`src/rtl/key_press_decoder.sv`:
```
// Turns the debounced, active-low key level into single-cycle press, short-release,
// long-press, auto-repeat and long-release pulses, and keeps an 8-bit wrapping press count.
module key_press_decoder #(
  parameter int LONG_CYCLES   = 1000,
  parameter int REPEAT_CYCLES = 200,
  parameter int CNT_W         = 16
) (
  input  logic       clk_i,
  input  logic       rst_i,
  input  logic       keyin_i,
  output logic       press_o,
  output logic       short_rel_o,
  output logic       long_pulse_o,
  output logic       repeat_pulse_o,
  output logic       long_rel_o,
  output logic       held_o,
  output logic [7:0] press_count_o
);

  typedef enum logic [1:0] {
    IDLE    = 2'd0,
    PRESSED = 2'd1,
    LONG    = 2'd2
  } state_e;

  localparam logic [CNT_W-1:0] LongLast   = CNT_W'(LONG_CYCLES - 1);
  localparam logic [CNT_W-1:0] RepeatLast = CNT_W'(REPEAT_CYCLES - 1);
  localparam logic [CNT_W-1:0] CntOne     = CNT_W'(1);

  state_e           state_q;
  logic [CNT_W-1:0] cnt_q;
  logic             key_q;
  logic [7:0]       pressCount_q;
  logic             press_q;
  logic             shortRel_q;
  logic             longPulse_q;
  logic             repeatPulse_q;
  logic             longRel_q;
  logic             held_q;

  // key_q clears on reset, so a key already held down needs a release before it counts.
  logic pressEdge;
  assign pressEdge = key_q & ~keyin_i;

  always_ff @(posedge clk_i) begin
    if (rst_i) begin
      state_q       <= IDLE;
      cnt_q         <= '0;
      key_q         <= 1'b0;
      pressCount_q  <= 8'd0;
      press_q       <= 1'b0;
      shortRel_q    <= 1'b0;
      longPulse_q   <= 1'b0;
      repeatPulse_q <= 1'b0;
      longRel_q     <= 1'b0;
      held_q        <= 1'b0;
    end else begin
      key_q         <= keyin_i;
      press_q       <= 1'b0;
      shortRel_q    <= 1'b0;
      longPulse_q   <= 1'b0;
      repeatPulse_q <= 1'b0;
      longRel_q     <= 1'b0;
      held_q        <= 1'b0;
      case (state_q)
        IDLE: begin
          if (pressEdge) begin
            state_q      <= PRESSED;
            press_q      <= 1'b1;
            cnt_q        <= CntOne;
            pressCount_q <= pressCount_q + 8'd1;
            held_q       <= 1'b1;
          end
        end
        // Release is tested first so it always beats a threshold hit on the same edge.
        PRESSED: begin
          if (keyin_i) begin
            state_q    <= IDLE;
            shortRel_q <= 1'b1;
            cnt_q      <= '0;
          end else if (cnt_q == LongLast) begin
            state_q     <= LONG;
            longPulse_q <= 1'b1;
            cnt_q       <= '0;
            held_q      <= 1'b1;
          end else begin
            cnt_q  <= cnt_q + CntOne;
            held_q <= 1'b1;
          end
        end
        LONG: begin
          if (keyin_i) begin
            state_q   <= IDLE;
            longRel_q <= 1'b1;
            cnt_q     <= '0;
          end else if (cnt_q == RepeatLast) begin
            repeatPulse_q <= 1'b1;
            cnt_q         <= '0;
            held_q        <= 1'b1;
          end else begin
            cnt_q  <= cnt_q + CntOne;
            held_q <= 1'b1;
          end
        end
        default: begin
          state_q <= IDLE;
          cnt_q   <= '0;
        end
      endcase
    end
  end

  assign press_o        = press_q;
  assign short_rel_o    = shortRel_q;
  assign long_pulse_o   = longPulse_q;
  assign repeat_pulse_o = repeatPulse_q;
  assign long_rel_o     = longRel_q;
  assign held_o         = held_q;
  assign press_count_o  = pressCount_q;

endmodule

```
`config.mk`:
```
export PLATFORM = sky130hd
export DESIGN_NAME = key_press_decoder
export DESIGN_NICKNAME = d
export VERILOG_FILES = /design/src/rtl/key_press_decoder.sv
export SDC_FILE = /design/constraint.sdc
export NUM_CORES = 1
export LEC_CHECK = 0
export BUFFER_PORTS_ARGS = -buffer_cell sky130_fd_sc_hd__buf_2
export CAP_MARGIN = 20
export CORE_UTILIZATION = 51
export DETAILED_ROUTE_END_ITERATION = 10
export PLACE_DENSITY = 0.74
export SYNTH_ARGS = -nofsm -noshare
export SYNTH_HDL_FRONTEND = slang
export SYNTH_SLANG_ARGS = --single-unit
```
`constraint.sdc`:
```
create_clock -name clk_i -period 2 [get_ports clk_i]
set_input_delay 0.4 -clock clk_i [delete_from_list [all_inputs] [get_ports clk_i]]
set_output_delay 0.4 -clock clk_i [all_outputs]
set_load 0.005 [all_outputs]
```
==> flow_summary.ini, run 1 <==
[setup_path]
worstPathArrival_ns = 2.18
crit_chain = ha_2 > or4bb_4 > nor4b_4 > o22ai_4 > o21bai_4 > buf_12 > a31oi_1
worst_path_max_delay_cell = or4bb_4
worstSetupStartpointType = register
slowest_delay_ns = 0.50
end_kind = register
critical_path_class = reg2reg
critPathBufInv = 1
required_ns = 2.21
worstPathMaxFanout = 13
crit_family = simple AND/OR/NAND/NOR gates

[timing]
final-setup-viol-count = 0
rsz0062_at_grt = yes
fin_crit_ns = 1.97
worst_slack_ns = 0.0302
finClkSkew_ns = 0.00822
hold_viol = 0
fmax_mhz = 508
hold_slack_ns = 0.432
worstMarginPinSlew_ns = 0.382
fin_crit_sh = 0.985
slew_violations = 0
maxSlewHeadroom = 0.743

[finish]
post-route-util = 0.673
fin_nets = 207
diodes = 0
drive_above_1_share = 0.302
fin_cells = 230
syn2layout_area_growth_pct = 21.0

[min_path]
worstHoldPathType = in2reg

[die]
io_pins = 17
fp.dieW_um = 57.6
dieArea_mm2 = 0.00331
core_mm2 = 0.00283
die_y_um = 57.6
rows = 19
initial_core_util = 0.556

[power]
totalPowerFinal_w = 0.00153
p_leak_nw = 0.748
p_per_area_mw_per_mm2 = 802
vdd_ir_drop_max_v = 0.000545

[routing]
drcViolationCount = 2
vias = 1267
dr.first_iter.drc_count = 44
via_per_inst = 5.51
dr.pass1.iters = 7
drtAntennaViolNets = 0
drt-wirelength-per-cell_um = 13.9
wirelength_um = 3200

[global_routing]
use_met1 = 0.262
grt_pass1_wl_um = 5430
antenna_found_initial = 0
grt_pass1_vias = 1246
grt.total_usage = 0.216
grt_max_degree = 20
grt_use_met2 = 0.370
top_usage_layer = met2
use_met3 = 0.0544
grt.overflow.total = 0

[place]
place_ws_ns = -0.0318
gp_congestion = 0.776
dp_hpwl_um = 2400
placed_cells = 222
port-buffer-count = 16

[clock_network]
cts_buffers = 5
hold_buffers = 0
cts_tree = done
cts.sinks = 33
clkLatencyLatePin_ns = 0.33
root_buffer = clkbuf_4
cts_setup_buffers = 0
clock_path_buffers = 2
cts_htree_levels = 2
clk_pin_slew_ns = 0.11

[yosys]
synthMuxAreaShare = 0.00636
synth_area_per_cell_um2 = 9.37
synth-compound-area-share = 0.0715
yosysWarnings = 0
netlist-cell-type-count = 41
post_synth_instance_area_mm2 = 0.00157
synth_xor_xnor_area_share = 0.100
syn_inst = 168
ys_ff_latch = 33
synth_fa_ha_area_frac = 0.0477
synth_top_family_by_area = simple AND/OR/NAND/NOR gates
seq_area_frac_synth = 0.420
syn_nets = 177
synth-simple-area-share = 0.331

[outcome]
status = complete, but fails checks
violations = DRC

[run]
max_cap_viol_count = 0
[placed cells by master, fill, tap and decap left out, types with 2 or more instances in the layout]
| cell type | Yosys | routed |
|---|---|---|
| dfxtp_1 | 33 | 30 |
| buf_2 | 0 | 16 |
| nor2_1 | 15 | 15 |
| xor2_1 | 14 | 14 |
| nand2_1 | 12 | 12 |
| nand3_1 | 10 | 10 |
| nor2_2 | 10 | 10 |
| buf_4 | 0 | 9 |
| a21oi_1 | 8 | 8 |
| nand4_1 | 7 | 7 |
| ha_1 | 6 | 5 |
| clkbuf_4 | 0 | 5 |
| inv_1 | 4 | 4 |
| nor3_1 | 4 | 4 |
| and3_1 | 4 | 4 |
| nand3b_1 | 4 | 4 |
| xnor2_1 | 4 | 4 |
| dfxtp_2 | 0 | 3 |
| nand2b_1 | 2 | 2 |
| and2_1 | 2 | 2 |
| and3_2 | 2 | 2 |
| and4_1 | 2 | 2 |
| a31oi_1 | 2 | 2 |
| bufinv_16 | 0 | 2 |
[area by class of cell]
| class | count | area [um2] |
|---|---|---|
| fillers | 243 | 925 |
| clock buffers | 5 | 37.5 |
| well taps | 31 | 38.8 |
| repair buffers | 27 | 179 |
| multi-input cells | 127 | 905 |
| inverters | 4 | 15.0 |
| flip-flops and latches | 33 | 664 |
| clock inverters | 3 | 65.1 |
[worst reg2reg max path, cell delays in order (launching register included)]
cell      delay, ns
dfxtp_2        0.35
ha_2           0.18
or4bb_4        0.50
nor4b_4        0.30
o22ai_4        0.14
o21bai_4       0.16
buf_12         0.16
a31oi_1        0.06
[metrics by stage]
step | instance area, um2 | setup TNS, ns
2_1_floorplan | 1570 | 0
3_3_place_gp | 1770 | 0
3_5_place_dp | 1770 | -0.0502
4_1_cts | 1890 | 0
5_1_grt | 1900 | -0.348
6_report | 1900 | 0
[cells in the mapped netlist, drive strengths merged]
cell | count | area [um2]
a21boi | 1 | 7.51
nand4b | 1 | 8.76
o211ai | 1 | 7.51
nor4 | 1 | 21.3
or2 | 2 | 12.5
nand3 | 10 | 50.1
a31oi | 2 | 12.5
o21bai | 1 | 18.8
clkbuf | 2 | 7.51
and4 | 2 | 17.5
and3 | 6 | 40.0
xnor2 | 4 | 35.0
o21ai | 1 | 5.00
a21oi | 8 | 40.0
nand4bb | 2 | 27.5
o22ai | 1 | 12.5
o221ai | 1 | 8.76
or3b | 1 | 8.76
ha | 6 | 75.1
or4 | 2 | 18.8
nand3b | 4 | 30.0
buf | 2 | 15.0
or3 | 1 | 6.26
nor4b | 1 | 15.0
mux2i | 1 | 10.0
inv | 4 | 15.0
and2 | 2 | 12.5
nand2b | 2 | 12.5
nor2 | 25 | 119
xor2 | 14 | 123
nand4 | 7 | 43.8
nor3 | 4 | 20.0
dfxtp | 33 | 661
or4bb | 1 | 11.3
nand2 | 12 | 45.0
[flip-flops by register name, summed over array words and instances, names as in the netlist]
register	count
cnt_q	16
short_rel_o	1
held_o	1
repeat_pulse_o	1
key_q	1
long_rel_o	1
long_pulse_o	1
press_count_o	8
press_o	1
state_q	2
[repair_timing]
action                     in CTS  in global routing
pin swaps                       2                  2
setup endpoints to repair      16                 17
resized for setup               3                  6
[per-layer routing]
layer,up-vias,wire [um]
met1,598,1460
li1,649,-
met2,16,1620
met3,4,87
met4,0,40
met5,-,0
[power by group]
part	total (W)	switching, W	internal (W)
combinational	0.000224	0.000131	0.0000936
sequential	0.000688	0.0000130	0.000675
clock	0.000614	0.000227	0.000387
[logic make-up after synthesis]
group / count (synthesis)
buffers and inverters: 8
AO/OA/AOI/OAI: 16
AND/OR/NAND/NOR: 86
flip-flops: 33
multiplexers: 1
adder cells (fa/ha/maj): 6
XOR/XNOR: 18
[worst paths after layout]
kind              depth (start not counted)               end  slack, ns              from
setup / recovery                          7          cnt_q[7]       0.03          cnt_q[0]
hold / removal                            3        long_rel_o       0.43           keyin_i
setup reg to reg                          7          cnt_q[7]       0.03          cnt_q[0]
hold reg to reg                           2  press_count_o[1]       0.51  press_count_o[1]
Note: power is estimated with default switching activity, not from simulation.
==> inputs of run 2 (changes only) <==
--- a/config.mk
+++ b/config.mk
@@ -9,6 +9,7 @@
 export CAP_MARGIN = 20
 export CORE_UTILIZATION = 51
 export DETAILED_ROUTE_END_ITERATION = 10
+export MAX_ROUTING_LAYER = met4
 export PLACE_DENSITY = 0.74
 export SYNTH_ARGS = -nofsm -noshare
 export SYNTH_HDL_FRONTEND = slang
==> run 2 against run 1 <==
Net effect:
- the flow still finishes with violations (DRC)
- sequential cell count unchanged
- combinational power about the same
- sequential share of layout area unchanged
- final cell count unchanged
- first-iteration DRC count fell by 9.1%
- non-clock buffer count is the same
- critical path type unchanged
- largest cell class unchanged
==> flow_summary.ini, run 2 (synthesis results as in run 1) <==
[setup_path]
crit_start = cnt_q[0]
critical_path_class = reg2reg
worst_path_max_delay_cell = or4bb_4
worstSetupStartpointType = register
timing.rr.end = cnt_q[7]
worstPathArrival_ns = 2.18
critPathCapture = cnt_q[7]
crit_chain = ha_2 > or4bb_4 > nor4b_4 > o22ai_4 > o21bai_4 > buf_12 > a31oi_1
rrSetupSlack_ns = 0.03
required_ns = 2.21
r2r.worst_path.cells = 7
slowest_delay_ns = 0.50
worstPathMaxFanout = 13
end_kind = register
timing.rr.start = cnt_q[0]

[timing]
setup_tns_ns = 0
hold_viol = 0
fmax_mhz = 508
maxSlewHeadroom = 0.748
finClkSkew_ns = 0.00759
slew_violations = 0
worstMarginPinSlew_ns = 0.374
final-setup-viol-count = 0
fin_crit_sh = 0.984
rsz0062_at_grt = yes
fin_crit_ns = 1.97

[finish]
layout_commonest_cell = dfxtp_1
syn2layout_area_growth_pct = 21.0
fin_nets = 207
largest_reg_flops = 16
largest-register = cnt_q
drive_above_1_share = 0.302
diodes = 0
fill_cells = 243
layout_common_cells = 30 x dfxtp_1, 16 x buf_2, 15 x nor2_1
fin_cells = 230

[clock_network]
cts_htree_levels = 2
hold_buffers = 0
clock_path_buffers = 2
clkLatencyLatePin_ns = 0.33
root_buffer = clkbuf_4
cts.sinks = 33
clk_pin_slew_ns = 0.11
cts_tree = done
cts_buffers = 5

[routing]
dr.pass1.iters = 7
dr.first_iter.drc_count = 40
drt-wirelength-per-cell_um = 14.0
via_per_inst = 5.51
vias = 1268
drcViolationCount = 2
drtAntennaViolNets = 0
wirelength_um = 3210

[global_routing]
top_usage_layer = met2
grt_pass1_vias = 1243
antenna_found_initial = 0
use_met1 = 0.264
grt_pass1_wl_um = 5440
grt.total_usage = 0.224
grt_max_degree = 20
use_met3 = 0.0544
grt_use_met2 = 0.370
grt.overflow.total = 0

[die]
dieArea_mm2 = 0.00331
rows = 19
die_y_um = 57.6
core_mm2 = 0.00283
fp.dieW_um = 57.6
io_pins = 17
initial_core_util = 0.556

[run]
max_cap_viol_count = 0

[power]
p_per_area_mw_per_mm2 = 802
vdd_ir_drop_max_v = 0.000545
p_leak_nw = 0.748

[outcome]
violations = DRC
status = complete, but fails checks

[min_path]
worstHoldPathType = in2reg

[place]
placed_cells = 222
dp_hpwl_um = 2400
gp_congestion = 0.787
port-buffer-count = 16
[run 2: stage by stage]
step	instance area (um2)	hold WS, ns	util	setup slack, ns	total power (W)
after floorplan	1570	0.462	-	0.0130	0.000844
after global placement	1770	0.475	0.624	0.0638	0.000911
after detailed placement	1770	0.492	0.624	-0.0318	0.000916
after CTS	1890	0.406	0.667	0.0208	0.00154
after global routing	1900	0.446	0.673	-0.0787	0.00159
final	1900	0.432	0.673	0.0324	0.00153
[run 2: timing repair]
| action | 4_1_cts | 5_1_grt |
|---|---|---|
| setup endpoints to repair | 16 | 17 |
| resized for setup | 3 | 6 |
| setup buffers | 0 | 0 |
| cloned | 0 | 0 |
| pin swaps | 2 | 2 |
[run 2: routing by layer]
| layer | share of wire | vias to the layer above |
|---|---|---|
| met5 | 0 | - |
| met4 | 0.012 | 0 |
| met3 | 0.026 | 4 |
| met2 | 0.50 | 16 |
| met1 | 0.46 | 599 |
| li1 | - | 649 |
[run 2: worst min path at each step]
stage | startpoint | cells past startpoint | endpoint
2_1_floorplan | cnt_q[1] | 2 | cnt_q[1]
3_3_place_gp | press_count_o[1] | 2 | press_count_o[1]
3_5_place_dp | press_count_o[1] | 2 | press_count_o[1]
4_1_cts | keyin_i | 3 | long_rel_o
5_1_grt | rst_i | 2 | press_count_o[5]
6_report | keyin_i | 3 | long_rel_o
[run 2: area by class of cell]
class | count | area, um2 | area share
repair buffers | 27 | 179 | 0.0940
well taps | 31 | 38.8 | 0.0204
clock buffers | 5 | 37.5 | 0.0197
multi-input cells | 127 | 905 | 0.475
clock inverters | 3 | 65.1 | 0.0342
inverters | 4 | 15.0 | 0.00788
flip-flops and latches | 33 | 664 | 0.349
[run 2: power breakdown]
part | internal [W] | switching [W]
clock network | 0.000387 | 0.000227
registers | 0.000675 | 0.0000130
logic | 0.0000936 | 0.000131
total | 0.00116 | 0.000370
[run 2: critical path, delay by kind of cell (launching register included)]
| family | cells | cell delay [ns] |
|---|---|---|
| simple gates | 2 | 0.80 |
| flops | 1 | 0.35 |
| buf+inv | 1 | 0.16 |
| fa+ha+maj | 1 | 0.18 |
| compound gates | 3 | 0.34 |
==> inputs of run 3 (changes only) <==
--- a/config.mk
+++ b/config.mk
@@ -7,10 +7,12 @@
 export LEC_CHECK = 0
 export BUFFER_PORTS_ARGS = -buffer_cell sky130_fd_sc_hd__buf_2
 export CAP_MARGIN = 20
-export CORE_UTILIZATION = 51
+export CELL_PAD_IN_SITES_DETAIL_PLACEMENT = 2
+export CELL_PAD_IN_SITES_GLOBAL_PLACEMENT = 2
+export CORE_UTILIZATION = 36
 export DETAILED_ROUTE_END_ITERATION = 10
 export MAX_ROUTING_LAYER = met4
-export PLACE_DENSITY = 0.74
+export PLACE_DENSITY_LB_ADDON = 0.1
 export SYNTH_ARGS = -nofsm -noshare
 export SYNTH_HDL_FRONTEND = slang
 export SYNTH_SLANG_ARGS = --single-unit
==> constraint.sdc (replaced) <==
create_clock -name clk_i -period 2.2 [get_ports clk_i]
set_input_delay 0.44 -clock clk_i [delete_from_list [all_inputs] [get_ports clk_i]]
set_output_delay 0.44 -clock clk_i [all_outputs]
set_load 0.005 [all_outputs]
==> run 3 against run 2 <==
Net effect:
- the run now ends clean
- routed wire length is 58% higher
- fmax is 10% lower
- critical path depth stayed put
- critical path type unchanged
- critical endpoint is now cnt_q[13]
==> flow_summary.ini, run 3 (synthesis results as in run 1) <==
[setup_path]
slowest_delay_ns = 0.49
required_ns = 2.37
worstPathMaxFanout = 7
crit_start = cnt_q[0]
worst_path_max_delay_cell = or4bb_4
worstSetupStartpointType = register
end_kind = register
timing.rr.start = cnt_q[0]
worstPathArrival_ns = 2.36
crit_chain = ha_4 > or4bb_4 > nor4_4 > o22ai_4 > o21bai_4 > clkbuf_16 > nor2_2
critical_path_class = reg2reg

[routing]
drtAntennaViolNets = 0
vias = 1383
wirelength_um = 5070
dr.pass1.iters = 4
via_per_inst = 5.53
drt-wirelength-per-cell_um = 20.3
dr.first_iter.drc_count = 52
drcViolationCount = 0

[clock_network]
cts_htree_levels = 2
clkLatencyLatePin_ns = 0.28
root_buffer = clkbuf_8
cts.sinks = 33
cts_buffers = 5
clock_path_buffers = 2
cts_tree = done
clk_pin_slew_ns = 0.07

[timing]
hold_viol = 0
worstMarginPinSlew_ns = 0.386
maxSlewHeadroom = 0.741
hold_slack_ns = 0.508
final-setup-viol-count = 0
rsz0062_at_grt = yes
fmax_mhz = 457
fin_crit_ns = 2.19
fin_crit_sh = 0.996
slew_violations = 0
worst_slack_ns = 0.00952
finClkSkew_ns = 0.00682

[power]
vdd_ir_drop_max_v = 0.000457
p_leak_nw = 0.757
totalPowerFinal_w = 0.00134
p_per_area_mw_per_mm2 = 682

[place]
place_ws_ns = 0.0337
placed_cells = 235
dp_hpwl_um = 3150
port-buffer-count = 16
gp_congestion = 0.779

[global_routing]
grt.overflow.total = 0
top_usage_layer = met2
grt_pass1_vias = 1351
grt.total_usage = 0.208
grt_pass1_wl_um = 6840
use_met1 = 0.224
grt_max_degree = 20
use_met3 = 0.0450
grt_use_met2 = 0.386
antenna_found_initial = 0

[die]
core_mm2 = 0.00409
io_pins = 17
fp.dieW_um = 68.1
dieArea_mm2 = 0.00464
initial_core_util = 0.385
die_y_um = 68.1
rows = 23

[finish]
layout_commonest_cell = dfxtp_1
fin_cells = 250
fin_nets = 209
diodes = 0
largest_reg_flops = 16
drive_above_1_share = 0.310
layout_common_cells = 29 x dfxtp_1, 16 x buf_2, 15 x nor2_1
largest-register = cnt_q
syn2layout_area_growth_pct = 24.4

[min_path]
worstHoldPathType = reg2reg
hold_start = press_count_o[1]

[run]
max_cap_viol_count = 0

[outcome]
status = finished clean
[run 3: cell type report]
cell class	count	area [um2]
clock buffers	7	86.3
fillers	435	2130
inverters	4	15.0
multi-input cells	127	918
flip-flops and latches	33	668
well taps	50	62.6
repair buffers	29	208
[run 3: worst paths after layout]
path	end	cells past startpoint	slack (ns)
setup / recovery	cnt_q[13]	7	0.01
hold / removal	press_count_o[1]	2	0.51
setup reg to reg	cnt_q[13]	7	0.01
hold reg to reg	press_count_o[1]	2	0.51
[run 3: report_power, final]
group	total (W)	switching (W)	internal, W
Combinational	0.000246	0.000141	0.000105
Clock	0.000459	0.000211	0.000248
Sequential	0.000630	0.0000155	0.000614
Total	0.00134	0.000367	0.000968
[run 3: worst max-delay path, delay by kind of cell, from the launching register on]
| kind | cells | cell delay, ns |
|---|---|---|
| buffers and inverters | 1 | 0.19 |
| AO/OA/AOI/OAI | 2 | 0.42 |
| adder cells (fa/ha/maj) | 1 | 0.13 |
| AND/OR/NAND/NOR | 3 | 0.97 |
| flip-flops | 1 | 0.38 |
[run 3: repair_timing]
item / in CTS / in global routing
buffers inserted: 0 / 7
hold buffers: 0 / 0
resized for setup: 0 / 14
endpoints found under the hold margin: 0 / 0
endpoints found under the setup margin: 0 / 16
[run 3: through the flow]
stage,util,setup TNS [ns],instance area (um2)
floorplan,-,0,1570
global placement,0.427,0,1740
detailed placement,0.427,0,1740
CTS,0.448,0,1830
global route,0.479,-0.799,1960
finish,0.479,0,1960
[run 3: per-layer routing]
metal	wire (um)	vias to the layer above
li1	-	651
met1	2070	689
met2	2670	28
met3	178	15
met4	142	0
met5	0	-
